===== src/rtl/bubble_sort_controller.sv =====
// bubble_sort_controller: sequencer for the bubble-sort datapath.
// It walks bubble-sort passes over N_REGS registers and drives the index,
// load and write-back controls. It also reports busy/done and a swap count.
// Optional build macro: BUBBLE_EARLY_EXIT_EN. When it is defined, the sort
// finishes after the first pass that performs no swap.
//
// state     | meaning
// ----------+----------------------------------------------------------
// S_IDLE    | waiting for start; all controls low
// S_LOAD_A  | address reg[idx_i], load A
// S_LOAD_B  | address reg[idx_j], load B
// S_COMPARE | A/B settled; choose swap (A > B) or skip
// S_WRITE_I | reg[idx_i] <= B
// S_WRITE_J | reg[idx_j] <= A; count the swap
// S_NEXT    | advance to the next pair, the next pass, or finish
// S_DONE    | one-cycle completion pulse
module bubble_sort_controller #(
  parameter int N_REGS = 4,
  parameter int IDX_W  = 2,
  parameter int DATA_W = 4,
  parameter int CNT_W  = 8
) (
  input  logic              clk,
  input  logic              rst_n,
  input  logic              start,
  input  logic [DATA_W-1:0] a_val,
  input  logic [DATA_W-1:0] b_val,
  output logic [IDX_W-1:0]  idx_i,
  output logic [IDX_W-1:0]  idx_j,
  output logic              c_select,
  output logic              a_enable,
  output logic              b_enable,
  output logic              ab_select,
  output logic              reg_load,
  output logic              busy,
  output logic              done,
  output logic [CNT_W-1:0]  swap_count
);

`ifdef BUBBLE_EARLY_EXIT_EN
  localparam bit EARLY_EXIT = 1'b1;
`else
  localparam bit EARLY_EXIT = 1'b0;
`endif

  // The last pair index of pass 0 is also the number of the final pass.
  localparam logic [IDX_W-1:0] LAST_IDX = IDX_W'(N_REGS - 2);

  typedef enum logic [2:0] {
    S_IDLE,
    S_LOAD_A,
    S_LOAD_B,
    S_COMPARE,
    S_WRITE_I,
    S_WRITE_J,
    S_NEXT,
    S_DONE
  } state_t;

  state_t           state;
  logic [IDX_W-1:0] pass;
  logic             swapped;

  // Sequencer: state, pair index, pass number, swap flag and swap counter.
  always_ff @(posedge clk or negedge rst_n) begin
    if (!rst_n) begin
      state      <= S_IDLE;
      idx_i      <= '0;
      pass       <= '0;
      swapped    <= 1'b0;
      swap_count <= '0;
    end else begin
      case (state)
        S_IDLE: begin
          if (start) begin
            state      <= S_LOAD_A;
            idx_i      <= '0;
            pass       <= '0;
            swapped    <= 1'b0;
            swap_count <= '0;
          end
        end
        S_LOAD_A:  state <= S_LOAD_B;
        S_LOAD_B:  state <= S_COMPARE;
        S_COMPARE: state <= (a_val > b_val) ? S_WRITE_I : S_NEXT;
        S_WRITE_I: state <= S_WRITE_J;
        S_WRITE_J: begin
          if (swap_count != '1) swap_count <= swap_count + 1'b1;
          swapped <= 1'b1;
          state   <= S_NEXT;
        end
        S_NEXT: begin
          if (idx_i == LAST_IDX - pass) begin
            // A pass with no swap means the array is already ordered.
            if (pass == LAST_IDX || (EARLY_EXIT && !swapped)) begin
              state <= S_DONE;
            end else begin
              pass    <= pass + 1'b1;
              idx_i   <= '0;
              swapped <= 1'b0;
              state   <= S_LOAD_A;
            end
          end else begin
            idx_i <= idx_i + 1'b1;
            state <= S_LOAD_A;
          end
        end
        S_DONE:  state <= S_IDLE;
        default: state <= S_IDLE;
      endcase
    end
  end

  // Moore decode of datapath controls from the registered state.
  assign idx_j     = idx_i + 1'b1;
  assign c_select  = (state == S_LOAD_B) || (state == S_WRITE_J);
  assign a_enable  = (state == S_LOAD_A);
  assign b_enable  = (state == S_LOAD_B);
  assign ab_select = (state == S_WRITE_I);
  assign reg_load  = (state == S_WRITE_I) || (state == S_WRITE_J);
  assign busy      = (state != S_IDLE);
  assign done      = (state == S_DONE);

endmodule


===== config.mk =====
export PLATFORM = sky130hd
export DESIGN_NAME = bubble_sort_controller
export DESIGN_NICKNAME = d
export VERILOG_FILES = /design/src/rtl/bubble_sort_controller.sv
export SDC_FILE = /design/constraint.sdc
export NUM_CORES = 1
export LEC_CHECK = 0
export BUFFER_PORTS_ARGS = -buffer_cell sky130_fd_sc_hd__buf_4
export CORE_MARGIN = 4
export CORE_UTILIZATION = 46
export DETAILED_ROUTE_END_ITERATION = 7
export PLACE_DENSITY = 0.72
export SYNTH_ARGS = -nofsm -noshare
export SYNTH_HDL_FRONTEND = slang
export SYNTH_SLANG_ARGS = --single-unit

===== constraint.sdc =====
create_clock -name clk -period 3.2 [get_ports clk]
set_input_delay 0.16 -clock clk [delete_from_list [all_inputs] [get_ports clk]]
set_output_delay 0.16 -clock clk [all_outputs]
set_load 0.005 [all_outputs]

After elaboration in Yosys (flattened, before gate mapping) --
Cells that the tools add are included.
Word-level totals: bits in registers 15, latch bits 0, bits in writable memories 0, bits in read-only memories 0, bits of input ports 11, output and inout bits 19, word-level logic and storage cells 48, memories kept 0
Operators by class: add/subtract/negate cells 4, multipliers 0, divide/modulo/power cells 0, $lt $le $gt $ge 1, equal/unequal tests 15, shifts and indexed selects 0, mux-type cells 15, bitwise operators 0, reduce and logical (&&, ||, !) cells 9
Operator list (number):
- $pmux 3 s8 | 1
- $mux 8 | 2
- $pmux 8 s2 | 1
- $eq 3x3->1 const B | 4
- $mux 2 | 6
- $mux 3 | 3
- $add 8x1->8 const B | 1
- $ne 2x2->1 const B | 4
- $ne 8x8->1 const B | 1
- $pmux 2 s2 | 2
- $eq 3x2->1 const B | 2
- $reduce_and 3->1 | 2
- $add 2x1->2 const B | 2
- $gt 4x4->1 | 1
- $reduce_and 4->1 | 1
- $reduce_bool 2->1 | 2
- $eq 3x1->1 const B | 1
- $logic_not 3->1 | 1
- $ne 3x3->1 const B | 1
- $reduce_bool 3->1 | 1
- $eq 2x2->1 | 1
- $eq 2x2->1 const B | 1
- $logic_or 1x1->1 | 2
- $sub 2x2->2 const A | 1

Longest topological paths before layout --
Gate-level depths: netlist of run 1.
word-level depth 4, gate-level depth with buffers 6, depth with buffers taken out 6

Worst setup path before layout of run 1 --
No wires, ideal clock.
path type flip-flop to flip-flop, from reg pass[0], to reg pass[0], setup time 0.126 ns, data arrival time 1.460 ns, required time 3.074 ns, setup slack 1.614 ns, stages on the path, launching flop included 7, path through dfrtp_1 -> inv_1 -> ha_1 -> xnor2_1 -> nand2_1 -> or3_1 -> mux2i_1
Between the ends: word-level cells in the longest chain between the ends 4
RTL lines:
- from (decl) | line 61 | logic [IDX_W-1:0] pass;
- from (signal assigned) | line 98 | pass <= pass + 1'b1;
- $sub 2x2->2 or $add 2x1->2 (tied branches) | line 93, 98
- $eq 2x2->1 or $mux 2 (tied branches) | line 93, 95
- $ne 2x2->1 (no line) or $mux 2 (tied branches)
- $reduce_and 4->1 (no line) or $pmux 2 s2 (tied branches)
Parallel ways exist; a longest one is shown, timed or not. The select of a mux whose other input is x is not followed. A chain may end at the register's enable or synchronous reset.

Worst setup path in the final report of run 1 --
from reg state[1], to out c_select
Between the ends: word-level cells in the longest chain between the ends 2
RTL lines:
- from (decl) | line 60 | state_t state;
- from (signal assigned) | line 85 | S_COMPARE: state <= (a_val > b_val) ? S_WRITE_I : S_NEXT;
- $eq 3x2->1 or $eq 3x3->1 (tied branches) | line 116 | assign c_select = (state == S_LOAD_B) || (state == S_WRITE_J);
- $logic_or 1x1->1 (*) | line 116
- to (decl) | line 30 | output logic c_select,
Every way passes the cells marked *; elsewhere a longest branch is shown, timed or not.

==> results of run 1 <==
logic make-up (layout without fill, tap and decap cells):
| logic type | Yosys count | in the layout | share of synthesized area [%] |
|---|---|---|---|
| AND/OR/NAND/NOR | 52 | 52 | 27.9 |
| flip-flops | 15 | 15 | 37.0 |
| buffers and inverters | 14 | 44 | 6.17 |
| AO/OA/AOI/OAI | 18 | 18 | 12.1 |
| adder cells (fa/ha/maj) | 6 | 6 | 7.40 |
| multiplexers | 7 | 7 | 6.91 |
| XOR/XNOR | 3 | 3 | 2.59 |
metrics by stage:
stage	utilization, %	total power (uW)	cell area (um^2)
final	63.2	1040	1280
after global routing	63.2	1140	1280
after CTS	63.2	1050	1280
after detailed placement	61.4	942	1240
after global placement	61.4	914	1240
after floorplan	-	709	1010
flip-flops by register name, summed over array words and instances (netlist names):
name        flops
idx_i           2
pass            2
state           3
swap_count      8
synth_stat cells, types with 2 or more instances:
cell type	count
mux2i_1	7
nor2_1	9
nand2_1	11
nand4_1	4
nor3_1	5
nand3b_1	3
a31oi_1	2
dfrtp_1	15
or3_1	2
a21oi_1	5
nor2b_1	3
o21ai_0	3
nand3_1	3
ha_1	6
xnor2_1	2
nor3b_1	4
buf_2	2
and3_1	2
inv_1	10
cell type report:
class / instances / area, um^2
Fill cell: 186 / 743
Tap cell: 27 / 33.8
Inverter: 10 / 37.5
Clock buffer: 3 / 22.5
Clock inverter: 1 / 5.00
Sequential cell: 15 / 375
Multi-Input combinational cell: 86 / 577
Timing Repair Buffer: 30 / 228
repair_timing:
item                                   4_1_cts  5_1_grt
setup buffers                                0        0
endpoints found under the hold margin       15        0
hold buffers                                 1        0
worst paths after layout:
path / slack [ns] / from / endpoint
setup / recovery: 1.40 / state[1] / c_select
hold / removal: 0.16 / start / state[0]
setup reg to reg: 1.47 / pass[0] / pass[1]
hold reg to reg: 0.53 / pass[0] / pass[0]
max in group asynchronous: 2.75 / rst_n / state[2]
min in group asynchronous: 0.27 / rst_n / swap_count[0]
critical path, cell delays in order, from the launching register on:
cell and delay [ns]:
dfrtp_1 0.54, inv_1 0.19, nor3_1 0.38, or2b_1 0.16, buf_4 0.10
power by group:
part           switching, uW  internal (uW)  leakage, uW
clock network           58.2           46.2    0.0000177
logic                    253            289     0.000432
registers                136            261     0.000194
total                    447            596     0.000644
metal layers:
metal	part of all wire, %	up-vias
li1	-	475
met1	41	439
met2	51	42
met3	6.9	4
met4	1.7	0
met5	0	-
==> key figures, run 1 <==
Status
  • Status: complete, no violations

STA
  • Clk_skew: 0.00735 ns
  • Worst Setup Slack, final: 1.40 ns
  • Final TNS setup: 0 ns
  • Final setup violation count: 0
  • Fmax: 556 MHz
  • Final Hold Viols: 0
  • Final period util: 56.2%
  • Tightest Pin Transition: 0.407 ns
  • Relative slew slack: 72.6%
  • Final max-slew violation count: 0
  • Min Tclk post-route: 1.80 ns
  • Unrepaired setup endpoints after global routing: false
  • Min Hold Slack: 0.158 ns

CTS
  • Htree depth: 1
  • CTS tree: built
  • Sink Count: 15
  • CTS clk-pin slew, worst paths: 0.09 ns
  • CTS max path bufs: 2
  • Num CTS Buffers: 3
  • Worst skew pair latency: 0.28 ns
  • Post-CTS Resized: 0
  • Root Buffer: clkbuf_4

Logic synthesis
  • Synth warnings: 0
  • Asr flop ratio synth: 100%
  • Post-Syn Area per Cell: 8.82 um^2
  • Register bit total from synthesis: 15
  • Post-Synthesis Net Count: 132
  • Netlist Area Pre-Place: 1010 um^2
  • Seq/Total Area, Yosys: 37.0%
  • Syn Inst Count: 115
  • Ys flop type: dfrtp_1
  • Synth top area cells: dfrtp_1 (37%), ha_1 (7.4%), mux2i_1 (6.9%)
  • Netlist cell types: 36
  • Largest area contributor in the synthesized netlist: dfrtp_1
  • Synth top area share: 37.0%
  • EDFF count, synth: 0

Place
  • RePlAce Congestion: 0.775
  • Placed Instances: 167
  • Pre-CTS WS: 1.47 ns
  • Port bufs: 29
  • Detailed placement HPWL: 1920 um

Global route
  • Met3 Usage GRT: 3.49%
  • Met2 usage: 32.3%
  • Met1 usage: 21.2%
  • First-pass GRT wire length: 3950 um
  • GRT Util Overall: 18.1%
  • Initial antenna violation count: 0
  • Pin count of the biggest net entering global routing: 16
  • GRT busiest layer: met2
  • Number of global-route vias before repair: 923
  • GR Overflow Total: 0

Setup path
  • CP Data Arrival Time: 1.64 ns
  • Critical path required time: 3.04 ns
  • Critical Path Start Type: register
  • Crit end category: primary output
  • Crit Path Class: register to primary output
  • Worst Path Max Fanout: 11
  • FF-to-FF path depth: 6

Routing
  • Wire length per cell: 13.9 um
  • Post-route ant nets: 0
  • Detailed Route WL: 2390 um
  • Vias after detailed routing: 960
  • Via density: 5.58
  • Drt drc: 0
  • DRT Pass-1 Iters: 4
  • Initial DRC count: 18

Die
  • Chip height: 55.0 um
  • Die X-Extent: 55.0 um
  • Cell row count: 16
  • Core ar.: 2020 um^2
  • IO Pins: 30
  • Die area: 3020 um^2
  • Initial Utilization: 50.2%

Power and ir drop
  • Maximum vdd drop: 0.484 mV
  • PwrDens: 816 nW/um^2
  • Pleak: 0.000644 uW

Finish
  • Antenna cell count: 0
  • Most frequent cells in the layout: buf_4 (29), dfrtp_1 (15), nand2_1 (11)
  • Area Growth Syn to Fin: 26.0%
  • Layout Nets: 163
  • Most common library cell in the layout ignoring fill and taps: buf_4
  • Finished Layout Cells: 172
  • Share of layout cells above drive strength 1: 24.1%

Hold path
  • Worst hold stages: 3
  • Worst hold path class: primary input to register

Job
  • Max_cap viols: 0
(Power assumes the default switching activity.)
==> run 2: changes to the inputs <==
--- a/config.mk
+++ b/config.mk
@@ -7,9 +7,9 @@
 export LEC_CHECK = 0
 export BUFFER_PORTS_ARGS = -buffer_cell sky130_fd_sc_hd__buf_4
 export CORE_MARGIN = 4
-export CORE_UTILIZATION = 46
+export CORE_UTILIZATION = 45
 export DETAILED_ROUTE_END_ITERATION = 7
-export PLACE_DENSITY = 0.72
+export PLACE_DENSITY = 0.74
 export SYNTH_ARGS = -nofsm -noshare
 export SYNTH_HDL_FRONTEND = slang
 export SYNTH_SLANG_ARGS = --single-unit
==> constraint.sdc (replaced) <==
create_clock -name clk -period 1.61 [get_ports clk]
set_input_delay 0.0805 -clock clk [delete_from_list [all_inputs] [get_ports clk]]
set_output_delay 0.0805 -clock clk [all_outputs]
set_load 0.005 [all_outputs]
==> key figures, run 2 (same netlist as run 1, synthesis figures left out) <==
Setup path
  • Crit end category: register
  • FF-to-FF setup slack: 0.06 ns
  • CP Data Arrival Time: 1.71 ns
  • Worst Path Max Fanout: 2
  • Critical path required time: 1.77 ns
  • Crit Path Class: register to register
  • Critical Path Start Type: register

Finish
  • Layout Nets: 173
  • Share of layout cells above drive strength 1: 33.5%
  • Reg area: 375 um^2
  • Most common library cell in the layout ignoring fill and taps: buf_4
  • Area Growth Syn to Fin: 37.9%
  • Most frequent cells in the layout: buf_4 (39), dfrtp_1 (15), nand2_1 (11)
  • Fill cells: 168
  • Reg with most FFs: swap_count
  • Cell area after layout: 1400 um^2
  • Top Registers: swap_count: 8 flops, state: 3 flops
  • Antenna cell count: 0
  • Max reg flops: 8
  • Area of the multi-input gates: 623 um^2

Die
  • Die X-Extent: 55.5 um
  • Core ar.: 2040 um^2
  • Chip height: 55.5 um
  • Initial Utilization: 49.7%
  • IO Pins: 30
  • Cell row count: 16
  • Die area: 3080 um^2

STA
  • Final max-slew violation count: 0
  • Final Hold Viols: 0
  • Final setup violation count: 0
  • Final period util: 96.2%
  • Relative slew slack: 76.6%
  • Min Hold Slack: 0.0363 ns
  • Fmax: 646 MHz
  • Unrepaired setup endpoints after global routing: true
  • Tightest Pin Transition: 0.350 ns
  • Clk_skew: 0.000764 ns
  • Min Tclk post-route: 1.55 ns

Global route
  • First-pass GRT wire length: 4250 um
  • Met2 usage: 27.4%
  • GRT busiest layer: met2
  • Met3 Usage GRT: 3.73%
  • Pin count of the biggest net entering global routing: 16
  • GR Overflow Total: 0
  • Number of global-route vias before repair: 993
  • Met1 usage: 20.5%
  • GRT Util Overall: 16.4%
  • Initial antenna violation count: 0

Power and ir drop
  • Sw power: 948 uW
  • Seq pwr share: 29.5%
  • Sw Ratio: 40.7%
  • Int Power: 1380 uW
  • PwrDens: 1670 nW/um^2
  • Pleak: 0.000698 uW
  • Clock Power Share: 9.1%
  • Combinational share of power: 61.3%
  • Maximum vdd drop: 1.12 mV
  • Total power: 2330 uW

Place
  • Port bufs: 29
  • RePlAce Congestion: 0.799
  • Post-Place Cell Area: 1310 um^2
  • Detailed placement HPWL: 1800 um

Hold path
  • Worst hold path class: primary input to register

CTS
  • CTS clk-pin slew, worst paths: 0.09 ns
  • Htree depth: 1
  • Root Buffer: clkbuf_4
  • Num CTS Buffers: 3
  • CTS max path bufs: 2
  • Worst skew pair latency: 0.27 ns
  • CTS tree: built
  • Sink Count: 15

Routing
  • Initial DRC count: 22
  • DRT Pass-1 Iters: 4
  • Via density: 5.54
  • Drt drc: 0
  • Wire length per cell: 13.2 um
  • Vias after detailed routing: 1009
  • Detailed Route WL: 2400 um
  • Post-route ant nets: 0

Status
  • Status: complete, no violations

Job
  • Max_cap viols: 0
-- run 2: path summary, 6_finish.rpt --
path,from,endpoint,cells past startpoint
min,start,state[0],3
max in group asynchronous,rst_n,idx_i[1],2
max reg2reg,pass[0],pass[0],6
max,pass[0],pass[0],6
min in group asynchronous,rst_n,swap_count[7],2
min reg2reg,swap_count[0],swap_count[0],1
-- run 2: layout make-up --
cell class | instances | share of cell area, %
clock buffers | 4 | 1.88
inverters | 10 | 2.68
multi-input cells | 86 | 44.5
flip-flops and latches | 15 | 26.8
well taps | 27 | 2.42
repair buffers | 40 | 21.6
-- run 2: repair_timing --
action,in CTS,in global routing
hold buffers,1,0
setup buffers,1,0
pin swaps,1,0
endpoints found under the hold margin,15,0
setup endpoints to repair,1,11
resized for setup,0,9
-- run 2: metrics by stage --
stage,worst slack [ns],utilization (%),cells,setup TNS (ns)
2_1_floorplan,0.0243,-,115,0
3_3_place_gp,0.0944,64.1,176,0
3_5_place_dp,0.0235,64.1,176,0
4_1_cts,0.00211,66.2,182,0
5_1_grt,-0.0357,68.5,182,-0.0617
6_report,0.0610,68.5,182,0
-- run 2: metal layers --
layer | vias to the layer above | part of all wire [%]
met2 | 34 | 50
li1 | 489 | -
met5 | - | 0
met3 | 8 | 4.7
met4 | 0 | 1.5
met1 | 478 | 44
-- run 2: power by group through the flow --
stage	Clock, uW	Combinational, uW	Sequential [uW]
global placement	0	1270	682
global route	239	1590	717
finish	213	1430	688
detailed placement	0	1300	687
floorplan	0	731	679
CTS	224	1320	683
-- run 2: critical path, stage by stage (launching register included) --
cell and delay [ns]:
dfrtp_1 0.39, inv_1 0.10, ha_4 0.22, xnor2_2 0.14
nand2_1 0.08, or3_1 0.37, mux2i_1 0.14
==> run 3: changes to the inputs <==
--- a/config.mk
+++ b/config.mk
@@ -6,10 +6,12 @@
 export NUM_CORES = 1
 export LEC_CHECK = 0
 export BUFFER_PORTS_ARGS = -buffer_cell sky130_fd_sc_hd__buf_4
-export CORE_MARGIN = 4
-export CORE_UTILIZATION = 45
+export CORE_MARGIN = 8
+export CORE_UTILIZATION = 46
+export CTS_BUF_LIST = sky130_fd_sc_hd__clkbuf_8
 export DETAILED_ROUTE_END_ITERATION = 7
-export PLACE_DENSITY = 0.74
+export GPL_TIMING_DRIVEN = 0
+export PLACE_DENSITY = 0.75
 export SYNTH_ARGS = -nofsm -noshare
 export SYNTH_HDL_FRONTEND = slang
 export SYNTH_SLANG_ARGS = --single-unit
==> key figures, run 3 (same netlist as run 1, synthesis figures left out) <==
Setup path
  • Number of cells on the critical path: 5
  • FF-to-FF path depth: 5
  • CP delay by family, top: simple AND/OR/NAND/NOR gates
  • FF-to-FF setup slack: 0.05 ns
  • Max stage delay on crit path: 0.39 ns
  • Crit path cell chain: buf_6 -> nand3b_1 -> nor4_2 -> a21oi_1 -> a211oi_2
  • Crit end category: register
  • Worst Path Max Fanout: 10
  • WP buf/inv: 1
  • Worst R2R End: swap_count[7]
  • Critical path's slowest cell: dfrtp_1
  • Crit Path Class: register to register
  • RR Startpoint: state[1]
  • Worst Setup EP: swap_count[7]
  • Critical path required time: 1.78 ns
  • CP Data Arrival Time: 1.73 ns
  • Crit. Startpoint: state[1]
  • Critical Path Start Type: register

Finish
  • Cell area after layout: 1380 um^2
  • Top Registers: swap_count: 8 flops, state: 3 flops
  • Area of the multi-input gates: 616 um^2
  • Most common library cell in the layout ignoring fill and taps: buf_4
  • Antenna cell count: 0
  • Reg with most FFs: swap_count
  • Most frequent cells in the layout: buf_4 (31), dfrtp_1 (15), nand2_1 (11)
  • Reg area: 375 um^2
  • Area Growth Syn to Fin: 35.9%
  • Max reg flops: 8
  • Share of layout cells above drive strength 1: 31.8%
  • Fill cells: 195
  • Layout Nets: 169

STA
  • Worst Setup Slack, final: 0.0495 ns
  • Final max-slew violation count: 0
  • Final setup violation count: 0
  • Final Hold Viols: 0
  • Clk_skew: 0.00623 ns
  • Relative slew slack: 73.1%
  • Tightest Pin Transition: 0.402 ns
  • Fmax: 641 MHz
  • Min Tclk post-route: 1.56 ns
  • Final TNS setup: 0 ns
  • Final period util: 96.9%

Die
  • IO Pins: 30
  • Initial Utilization: 47.2%
  • Cell row count: 17
  • Core ar.: 2150 um^2
  • Die X-Extent: 63.0 um
  • Die area: 3960 um^2
  • Chip height: 63.0 um

CTS
  • CTS max path bufs: 2
  • Htree depth: 1
  • CTS tree: built
  • CTS clk-pin slew, worst paths: 0.06 ns
  • Sink Count: 15
  • Num CTS Buffers: 3
  • Worst skew pair latency: 0.25 ns
  • Root Buffer: clkbuf_8

Routing
  • Drt drc: 0
  • Detailed Route WL: 2690 um
  • Post-route ant nets: 0
  • Initial DRC count: 39
  • Via density: 5.69
  • Vias after detailed routing: 1019
  • DRT Pass-1 Iters: 4
  • Wire length per cell: 15.0 um

Global route
  • Initial antenna violation count: 0
  • First-pass GRT wire length: 4320 um
  • GR Overflow Total: 0
  • GRT Util Overall: 13.0%
  • Number of global-route vias before repair: 1027
  • Pin count of the biggest net entering global routing: 16

Power and ir drop
  • Maximum vdd drop: 1.24 mV
  • Pleak: 0.000688 uW
  • PwrDens: 1730 nW/um^2
  • Total power: 2390 uW

Place
  • Pre-CTS WS: -0.123 ns
  • Post-Place Cell Area: 1270 um^2
  • Port bufs: 29
  • Detailed placement HPWL: 2020 um
  • RePlAce Congestion: 0.806

Job
  • Max_cap viols: 0

Hold path
  • Worst hold stages: 3
  • Hold Startpoint: start
  • Worst hold path class: primary input to register

Status
  • Status: complete, no violations
run 3: metrics by stage:
stage	hold WS [ns]	util, %	std cells
6_report	0.0904	64.2	179
5_1_grt	0.147	64.2	179
4_1_cts	0.0901	63.1	179
3_5_place_dp	-0.0491	59.0	172
3_3_place_gp	-0.0532	59.0	172
2_1_floorplan	-0.215	-	115
run 3: final cells by class:
class / instances / share of cell area (%)
Tap cell: 28 / 2.54
Clock buffer: 3 / 2.99
Inverter: 10 / 2.72
Multi-Input combinational cell: 86 / 44.6
Timing Repair Buffer: 32 / 17.6
Sequential cell: 15 / 27.2
Clock inverter: 1 / 0.363
Buffer: 4 / 1.91
run 3: per-layer routing:
layer	vias to the layer above	global-route usage (%)	wire length [um]
met3	2	4.84	214
met2	39	23.6	1380
li1	479	-	-
met4	0	3.42	18
met5	-	0	0
met1	499	13.6	1080
run 3: worst min-delay path by stage:
stage / to / slack [ns]
after global routing: state[0] / 0.15
after CTS: state[0] / 0.09
after floorplan: idx_i[0] / -0.22
final: state[0] / 0.09
after detailed placement: swap_count[5] / -0.05
after global placement: swap_count[5] / -0.05
run 3: worst min-delay path, stage by stage:
cell,delay [ns]
buf_4,0.09
nor2_1,0.05
nor2_1,0.08
run 3: power breakdown:
group / switching [uW] / internal (uW)
Combinational: 651 / 713
Sequential: 191 / 522
Clock: 139 / 172
run 3: repair_timing:
item                                    4_1_cts  5_1_grt
gates resized for setup                       2        7
hold buffers                                  1        0
endpoints found under the setup margin        4        5
buffers inserted                              2        0
pin swaps                                     1        0
endpoints found under the hold margin        15        0
